`src/rtl/reg_file_rd_pkg.sv`:
```
// Shared constants for the reg_file_rd register file slice.
// Optional build macro: REG_ZERO_HARDWIRED_EN (register 0 reads as zero).
package reg_file_rd_pkg;

    localparam int DEF_DATA_W = 8;
    localparam int DEF_ADDR_W = 3;
    localparam int DEF_NREGS  = 2 ** DEF_ADDR_W;

    // Index of the register that can be hardwired to zero
    localparam int REG_ZERO = 0;

    // Value loaded into every storage word and read register on reset
    localparam int DATA_RST = 0;

endpackage

```
`src/rtl/reg_file_rd_reg_word.sv`:
```
// One storage word of the register file: write-enabled capture on the
// rising clock edge, asynchronous active-high clear.
module reg_word
    import reg_file_rd_pkg::*;
#(
    parameter int DATA_W = DEF_DATA_W
) (
    input  logic              clk,
    input  logic              rst,
    input  logic              we,
    input  logic [DATA_W-1:0] d,
    output logic [DATA_W-1:0] q
);

    // Hold the stored word, loading new data only when this word is written
    always_ff @(posedge clk or posedge rst) begin
        if (rst) begin
            q <= DATA_W'(DATA_RST);
        end else if (we) begin
            q <= d;
        end
    end

endmodule

```
`src/rtl/reg_file_rd.sv`:
```
// Register file with one write port and two registered read ports.
// Reads have one cycle of latency, a valid strobe, and see a same-edge
// write to the addressed register (write-to-read bypass).
// Optional build macro: REG_ZERO_HARDWIRED_EN -- register 0 has no
// storage, always reads 0 and ignores writes.
module reg_file_rd
    import reg_file_rd_pkg::*;
#(
    parameter int DATA_W = DEF_DATA_W,
    parameter int ADDR_W = DEF_ADDR_W,
    parameter int NREGS  = 2 ** ADDR_W
) (
    input  logic              CLK,
    input  logic              RST,
    input  logic              WE,
    input  logic [ADDR_W-1:0] WADDR,
    input  logic [DATA_W-1:0] WDATA,
    input  logic              RE,
    input  logic [ADDR_W-1:0] RADDR_A,
    input  logic [ADDR_W-1:0] RADDR_B,
    output logic [DATA_W-1:0] RDATA_A,
    output logic [DATA_W-1:0] RDATA_B,
    output logic              RVALID
);

`ifdef REG_ZERO_HARDWIRED_EN
    localparam int FIRST_REG = REG_ZERO + 1;
`else
    localparam int FIRST_REG = REG_ZERO;
`endif

    logic [DATA_W-1:0] reg_q [NREGS];
    logic [DATA_W-1:0] next_a;
    logic [DATA_W-1:0] next_b;

`ifdef REG_ZERO_HARDWIRED_EN
    // Register 0 is a constant, so it needs no storage word
    assign reg_q[REG_ZERO] = DATA_W'(DATA_RST);
`endif

    genvar i;
    generate
        for (i = FIRST_REG; i < NREGS; i++) begin : g_word
            reg_word #(
                .DATA_W (DATA_W)
            ) u_word (
                .clk (CLK),
                .rst (RST),
                .we  (WE && (WADDR == ADDR_W'(i))),
                .d   (WDATA),
                .q   (reg_q[i])
            );
        end
    endgenerate

    // Select the value each port will capture, preferring a same-edge write
    always_comb begin
        next_a = reg_q[RADDR_A];
        next_b = reg_q[RADDR_B];
        if (WE && (WADDR == RADDR_A)) begin
            next_a = WDATA;
        end
        if (WE && (WADDR == RADDR_B)) begin
            next_b = WDATA;
        end
`ifdef REG_ZERO_HARDWIRED_EN
        if (RADDR_A == ADDR_W'(REG_ZERO)) begin
            next_a = DATA_W'(DATA_RST);
        end
        if (RADDR_B == ADDR_W'(REG_ZERO)) begin
            next_b = DATA_W'(DATA_RST);
        end
`endif
    end

    // Capture read results on a request and strobe RVALID for one cycle
    always_ff @(posedge CLK or posedge RST) begin
        if (RST) begin
            RDATA_A <= DATA_W'(DATA_RST);
            RDATA_B <= DATA_W'(DATA_RST);
            RVALID  <= 1'b0;
        end else begin
            RVALID <= RE;
            if (RE) begin
                RDATA_A <= next_a;
                RDATA_B <= next_b;
            end
        end
    end

endmodule

```
`config.mk`:
```
export PLATFORM = sky130hd
export DESIGN_NAME = reg_file_rd
export DESIGN_NICKNAME = d
export VERILOG_FILES = /design/src/rtl/reg_file_rd_pkg.sv /design/src/rtl/reg_file_rd_reg_word.sv /design/src/rtl/reg_file_rd.sv
export SDC_FILE = /design/constraint.sdc
export NUM_CORES = 1
export LEC_CHECK = 0
export CORE_MARGIN = 4
export CORE_UTILIZATION = 61
export DETAILED_ROUTE_END_ITERATION = 10
export HOLD_SLACK_MARGIN = 0.05
export PLACE_DENSITY = 0.86
export SLEW_MARGIN = 20
export SYNTH_ARGS = -nofsm -noshare
export SYNTH_HDL_FRONTEND = slang
export SYNTH_SLANG_ARGS = --single-unit
```
`constraint.sdc`:
```
create_clock -name CLK -period 6.3 [get_ports CLK]
set_clock_uncertainty 0.1 [all_clocks]
set_input_delay 1.26 -clock CLK [delete_from_list [all_inputs] [get_ports CLK]]
set_output_delay 1.26 -clock CLK [all_outputs]
set_load 0.02 [all_outputs]
```
==> results.cfg, run 1 <==
[flow_run]
maxCapViolCount = 0

[worst_setup_path]
cp_max_fo = 17
required_ns = 6.39
crit_path_end_kind = flip-flop
cp_data_arrival_time_ns = 3.62
max_stage_delay_ns = 1.11
path_class = in -> reg
cp_top_family = buffers and inverters
cp_cell_sequence = clkdlybuf4s50_1, xor2_1, o41ai_2, o221ai_1
cp_slowest_cell = clkdlybuf4s50_1
worst-path-buf-inv = 1
start_kind = input port

[clocking]
cts-root-buf = clkbuf_8
clkSinkCount = 81
numCtsBuffers = 9
htreeDepth = 3
cts_hold_buf = 0
cts_setup_buffers = 0
cts_tree = done
insertion_delay_ns = 0.36
clk_pin_slew_ns = 0.08
cts_resized = 0
cts_buffer_depth = 2

[floorplan]
die_h_um = 90.7
rows = 29
ios = 38
die_area_mm2 = 0.00822
die_w_um = 90.7
coreArea_mm2 = 0.00649
start_util = 0.642

[timing]
setup_tns_ns = 0
post-route-period-util = 0.560
period_needed_ns = 3.53
setup-violations-final = 0
tightest_slew_ns = 1.11
hold_viol = 0
slew_viol_final = 0
rsz0062_at_grt = false
fin_hold_ws_ns = 0.408
max_freq_ghz = 0.283
slew_headroom = 0.260

[power_and_ir_drop]
power_uw = 1480
combPwrFrac = 0.257
seqPwrFrac = 0.481
switching_share = 0.299
power.switching_uw = 441
pwr-share-clk = 0.262
irDropWorstVdd_mv = 0.214
p_leak_uw = 0.00199
intPower_uw = 1040
power_density_mw_per_mm2 = 312

[synth]
synthesis.area_mm2 = 0.00417
synth_nets = 330
ys_seq_area_frac = 0.486
synth_top_area_share = 0.486
ys_types = 26
async_flop_share = 1.00
syn_inst = 309
ys_ff_latch = 81
synth_edf_count = 0
yosysMostFrequentCell = dfrtp_1
postSynthAreaPerCell_um2 = 13.5
synth_top_flop_cell = dfrtp_1
yosys_warnings = 0
netlist_top_cells_area = dfrtp_1 49%, mux4_2 17%, mux2_2 8.6%
synth_top_cell_by_area = dfrtp_1
synthTopCellsByCount = 81 x dfrtp_1, 33 x nand2_1, 32 x mux2_2, 32 x mux4_2, 32 x o21ai_0

[layout]
final_layout_size_suffix_gt1_frac = 0.267
syn2layout_area_growth_pct = 13.6
fin_cells = 421
diodes = 0
fillerInstances = 400
nets = 360

[run_status]
status = completed

[detailed_routing]
vias = 2905
drtIter0Drc = 294
wire_per_inst_um = 23.0
avgViaCountPerCell = 6.90
wl_mm = 9.68
ant_nets = 0
dr.pass1.iters = 5
post-route-drc-count = 0

[grt]
antenna_found_initial = 0
grt_pass1_wl_mm = 15.8
grtUsageTotal = 0.254
grt_max_degree = 82
grt_pass1_vias = 2940
overflow = 0

[place]
dp_hpwl_mm = 6.28
gp_congestion = 0.826
io_buffer_count = 37
post-place-cells = 405

[min_path]
hold_path.class = reg -> reg
-- flip-flops by register name, indices dropped and copies added (netlist names) --
| register | flops |
|---|---|
| RDATA_B | 8 |
| g_word.u_word.q | 64 |
| RVALID | 1 |
| RDATA_A | 8 |
-- logic make-up (layout without fill, tap and decap cells) --
| group | after synthesis | count (layout) | share of synthesized area |
|---|---|---|---|
| and+or+nand+nor | 61 | 61 | 0.0834 |
| buffers and inverters | 31 | 66 | 0.0405 |
| AOI/OAI and AO/OA | 50 | 50 | 0.0798 |
| DFF | 81 | 81 | 0.486 |
| xor gates and xnor gates | 6 | 6 | 0.0126 |
| muxes | 80 | 80 | 0.298 |
-- tightest hold or removal path, cell delays in order, from the launching register on --
cell and delay (ns):
dfrtp_1 0.36, nand2_1 0.05, o21ai_0 0.06
-- layout make-up --
cell class / instances / area [um2] / share of cell area
multi-input cells: 197 / 1970 / 0.417
flip-flops and latches: 81 / 2030 / 0.428
repair buffers: 40 / 397 / 0.0838
clock buffers: 10 / 138 / 0.0291
inverters: 10 / 38.8 / 0.00819
clock inverters: 6 / 65.1 / 0.0137
well taps: 77 / 96.3 / 0.0203
-- path summary, 6_finish.rpt --
| kind | from | end | slack, ns | cells after the start |
|---|---|---|---|---|
| max in group asynchronous | RST | RDATA_B[4] | 4.30 | 3 |
| min in group asynchronous | RST | g_word[0].u_word.q[3] | 1.29 | 3 |
| worst min register to register | g_word[5].u_word.q[4] | g_word[5].u_word.q[4] | 0.41 | 2 |
| worst min-delay path | g_word[5].u_word.q[4] | g_word[5].u_word.q[4] | 0.41 | 2 |
| worst max register to register | g_word[5].u_word.q[5] | RDATA_B[5] | 4.72 | 3 |
| worst max-delay path | RADDR_B[2] | RDATA_B[2] | 2.77 | 4 |
-- power groups by stage --
stage | clock network, uW | registers [uW] | logic [uW]
after floorplan | 0 | 723 | 233
after global placement | 0 | 707 | 362
after detailed placement | 0 | 718 | 375
after CTS | 392 | 709 | 379
after global routing | 417 | 726 | 408
final | 387 | 711 | 379
-- layer usage --
| metal | GRT usage | wire (um) | vias to the layer above |
|---|---|---|---|
| li1 | - | - | 1221 |
| met1 | 0.342 | 3840 | 1495 |
| met2 | 0.399 | 4710 | 164 |
| met3 | 0.0600 | 833 | 25 |
| met4 | 0.105 | 292 | 0 |
| met5 | 0 | 0 | - |
-- placed cells by master, fill, tap and decap left out --
master / n
clkinv_2: 3
nor3_2: 2
buf_4: 2
nand2_1: 33
o41ai_2: 2
o21ai_0: 32
mux2i_1: 16
mux2_2: 32
nand2b_4: 1
clkinvlp_4: 1
clkinv_4: 1
clkdlybuf4s50_1: 37
and2_0: 1
nor3b_4: 1
inv_2: 1
inv_1: 8
or4b_1: 2
nand4b_1: 3
xor2_1: 6
inv_6: 1
nand2b_1: 16
buf_6: 1
mux4_2: 32
nand4_1: 1
o221ai_1: 16
dfrtp_1: 81
nor3b_2: 1
clkbuf_8: 10
bufinv_16: 1
-- metrics by stage --
step	cell area (um2)	util	worst slack, ns
after floorplan	4170	-	2.86
after global placement	4530	0.697	2.60
after detailed placement	4530	0.697	2.55
after CTS	4730	0.729	2.86
after global routing	4740	0.729	2.72
final	4740	0.729	2.77
No activity file was read; power rests on OpenSTA's default activity.
==> run 2: changes to the inputs <==
CORE_UTILIZATION = 52   (was 61)
PLACE_DENSITY = 0.78   (was 0.86)
clock period = 3.1 ns   (was 6.3 ns; I/O delays follow)
==> results.cfg, run 2 (synthesis results as in run 1) <==
[run_status]
status = completed

[power_and_ir_drop]
switching_share = 0.290
seqPwrFrac = 0.481
pwr-share-clk = 0.260
combPwrFrac = 0.259
power_density_mw_per_mm2 = 607
p_leak_uw = 0.00209
power_uw = 2990
irDropWorstVdd_mv = 0.286
intPower_uw = 2120
power.switching_uw = 867

[detailed_routing]
drtIter0Drc = 136
avgViaCountPerCell = 6.07
vias = 2809
ant_nets = 0
dr.pass1.iters = 4
post-route-drc-count = 0
wire_per_inst_um = 20.5
wl_mm = 9.49

[worst_setup_path]
rr_endpoint = RDATA_A[3]
r2r-start = g_word[7].u_word.q[3]
start_kind = input port
path_class = in -> reg
rr_worst_depth = 3
crit_path_end_kind = flip-flop
cp_max_fo = 10
cp_data_arrival_time_ns = 2.59
required_ns = 3.27
r2r_slack_ns = 1.60

[floorplan]
die_w_um = 97.6
coreArea_mm2 = 0.00777
rows = 32
ios = 38
die_h_um = 97.6
die_area_mm2 = 0.00952
start_util = 0.537

[layout]
layout_commonest_cell = dfrtp_1
fin_util = 0.634
nets = 377
layout_common_cells = 81 x dfrtp_1, 37 x clkdlybuf4s50_1, 33 x nand2_1
largest_register_ffs = 64
largest-register = g_word.u_word.q
syn2layout_area_growth_pct = 18.0
final_layout_size_suffix_gt1_frac = 0.299
top_regs = g_word.u_word.q x64, RDATA_A x8, RDATA_B x8
diodes = 0

[clocking]
cts_tree = done
htreeDepth = 3
cts_buffer_depth = 2
clk_pin_slew_ns = 0.09
cts_hold_buf = 0
cts_setup_buffers = 0
numCtsBuffers = 9
clkSinkCount = 81
insertion_delay_ns = 0.34
cts_resized = 0
cts-root-buf = clkbuf_8

[min_path]
hold_path.class = in -> async

[grt]
overflow = 0
grt_pass1_vias = 2863
antenna_found_initial = 0
grtUsageTotal = 0.211
grt_pass1_wl_mm = 15.4
grt_max_degree = 46

[place]
dp_hpwl_mm = 6.49
gp_congestion = 0.811
io_buffer_count = 37

[timing]
setup-violations-final = 0
tightest_slew_ns = 0.470
setup_tns_ns = 0
period_needed_ns = 2.42
max_freq_ghz = 0.413
post-route-period-util = 0.781
slew_headroom = 0.686
hold_viol = 0
rsz0062_at_grt = false
slew_viol_final = 0

[flow_run]
maxCapViolCount = 0
## run 2: cell types whose count changed in the layout (fill, tap and decap cells not counted), sizes merged
cell      before  now
clkbuf        10   11
buf            3   20
clkinvlp       1    0
## run 2: how the worst max path moves through the flow
stage                  start         end  cells after the start
finish              WADDR[2]  RDATA_B[0]                      4
global route        WADDR[2]  RDATA_B[2]                      4
CTS                 WADDR[2]  RDATA_B[0]                      4
detailed placement  WADDR[2]  RDATA_B[0]                      4
global placement    WADDR[2]  RDATA_B[1]                      4
floorplan                RST  RDATA_A[0]                      1
## run 2: routing by layer
metal	vias to the layer above	routed length, um	global-route usage
met5	-	0	0
met4	0	178	0.0682
met3	14	855	0.0538
met2	111	4760	0.336
met1	1424	3700	0.286
li1	1260	-	-
## run 2: cell type report
cell class	instances	area [um2]
fillers	593	2850
clock inverters	5	53.8
repair buffers	57	558
flip-flops and latches	81	2030
clock buffers	11	141
multi-input cells	197	1970
inverters	10	38.8
well taps	102	128
## run 2: power by group through the flow
stage	Clock, uW	Sequential, uW	Combinational (uW)
6_report	777	1440	772
5_1_grt	828	1470	840
4_1_cts	789	1430	778
3_5_place_dp	0	1450	775
3_3_place_gp	0	1440	758
2_1_floorplan	0	1470	474
## run 2: critical path, cell delays in order
cell and delay (ns):
clkdlybuf4s50_1 0.73, xor2_1 0.16, or4b_1 0.78, o221ai_1 0.29
## run 2: per-stage QoR
step | setup WS, ns | hold WS, ns | area (um2) | cells
2_1_floorplan | 0.300 | 0.361 | 4170 | 309
3_3_place_gp | 0.375 | 0.379 | 4730 | 447
3_5_place_dp | 0.350 | 0.380 | 4730 | 447
4_1_cts | 0.714 | 0.363 | 4920 | 463
5_1_grt | 0.606 | 0.375 | 4920 | 463
6_report | 0.680 | 0.366 | 4920 | 463
==> run 3: changes to the inputs <==
CORE_UTILIZATION = 58   (was 52)
PLACE_DENSITY = 0.82   (was 0.78)
clock period = 2.5 ns   (was 3.1 ns; I/O delays follow)
==> results.cfg, run 3 (synthesis results as in run 1) <==
[run_status]
status = completed

[floorplan]
die_area_mm2 = 0.00861
ios = 38
coreArea_mm2 = 0.00691
die_w_um = 92.8
die_h_um = 92.8
start_util = 0.604
rows = 30

[place]
placedInstanceArea_mm2 = 0.00479
place_ws_ns = 0.0610
gp_congestion = 0.863
dp_hpwl_mm = 7.25
io_buffer_count = 37

[detailed_routing]
dr.pass1.iters = 5
wl_mm = 10.3
drtIter0Drc = 286
avgViaCountPerCell = 6.33
ant_nets = 0
post-route-drc-count = 0
wire_per_inst_um = 22.2
vias = 2949

[worst_setup_path]
path_class = in -> reg
cp_top_family = buffers and inverters
required_ns = 2.63
crit_path_end_kind = flip-flop
worst-path-buf-inv = 2
cp_slowest_cell = clkdlybuf4s50_1
cp_max_fo = 8
max_stage_delay_ns = 0.56
rr_worst_depth = 3
r2r_slack_ns = 1.03
start_kind = input port
cp_data_arrival_time_ns = 2.19
rr_endpoint = RDATA_A[6]
r2r-start = g_word[7].u_word.q[6]
cp_cell_sequence = clkdlybuf4s50_1, buf_4, mux4_2, mux2i_1, o221ai_1

[clocking]
cts_tree = done
cts-root-buf = clkbuf_8
numCtsBuffers = 9
cts_setup_buffers = 0
cts_hold_buf = 0
htreeDepth = 3
clk_pin_slew_ns = 0.10
cts_buffer_depth = 2
cts_resized = 0
clkSinkCount = 81
insertion_delay_ns = 0.35

[power_and_ir_drop]
p_leak_uw = 0.00212
power_uw = 3760
irDropWorstVdd_mv = 0.374
power_density_mw_per_mm2 = 754

[layout]
layout_commonest_cell = dfrtp_1
register_area_mm2 = 0.00203
nets = 386
final_layout_size_suffix_gt1_frac = 0.319
fin_util = 0.722
layout_common_cells = 81 x dfrtp_1, 37 x clkdlybuf4s50_1, 33 x nand2_1
top_regs = g_word.u_word.q x64, RDATA_A x8, RDATA_B x8
design_area_mm2 = 0.00499
diodes = 0
syn2layout_area_growth_pct = 19.7
fillerInstances = 475
largest_register_ffs = 64
largest-register = g_word.u_word.q
multi_input_area_mm2 = 0.00197

[timing]
tightest_slew_ns = 0.651
slew_viol_final = 0
period_needed_ns = 2.06
setup-violations-final = 0
post-route-period-util = 0.824
hold_viol = 0
setup_tns_ns = 0
slew_headroom = 0.565
max_freq_ghz = 0.485
setup_ws_ns = 0.439
rsz0062_at_grt = false

[min_path]
hold_path.class = reg -> reg
hold_end = g_word[6].u_word.q[2]
holdPathStages = 2
hold_start = g_word[6].u_word.q[2]

[grt]
grtUsageTotal = 0.259
grt_pass1_vias = 2942
antenna_found_initial = 0
grt_max_degree = 30
grt_pass1_wl_mm = 16.4
overflow = 0

[flow_run]
maxCapViolCount = 0
run 3: worst max-delay path by stage:
stage                from    endpoint  slack, ns  cells after the start
3_5_place_dp   RADDR_B[0]  RDATA_B[1]       0.06                      5
6_report       RADDR_B[0]  RDATA_B[1]       0.44                      5
3_3_place_gp   RADDR_A[0]  RDATA_A[5]       0.12                      5
2_1_floorplan  RADDR_A[0]  RDATA_A[0]       0.53                      5
5_1_grt        RADDR_B[0]  RDATA_B[1]       0.37                      5
4_1_cts        RADDR_B[0]  RDATA_B[1]       0.44                      5
run 3: per-layer routing:
layer / global-route usage / share of wire
met5: 0 / 0
met1: 0.346 / 0.39
met3: 0.0479 / 0.080
met2: 0.407 / 0.49
met4: 0.129 / 0.039
run 3: worst reg2reg max path, cell delays in order, from the launching register on:
cell,delay [ns]
dfrtp_1,0.41
mux4_2,0.49
mux2i_1,0.20
o221ai_1,0.14
run 3: layout make-up:
| type | count | area share |
|---|---|---|
| inverters | 10 | 0.00827 |
| repair buffers | 66 | 0.125 |
| well taps | 96 | 0.0241 |
| flip-flops and latches | 81 | 0.406 |
| clock buffers | 9 | 0.0248 |
| multi-input cells | 197 | 0.396 |
| clock inverters | 7 | 0.0155 |
run 3: report_power, final:
group          total, uW  switching, uW  internal [uW]
Clock                980            509            470
Sequential          1810            220           1590
Combinational        978            418            560
Total               3760           1150           2620
run 3: metrics by stage:
| stage | cells | hold slack, ns |
|---|---|---|
| 3_3_place_gp | 450 | 0.374 |
| 2_1_floorplan | 309 | 0.361 |
| 6_report | 466 | 0.404 |
| 5_1_grt | 466 | 0.451 |
| 4_1_cts | 466 | 0.407 |
| 3_5_place_dp | 450 | 0.388 |
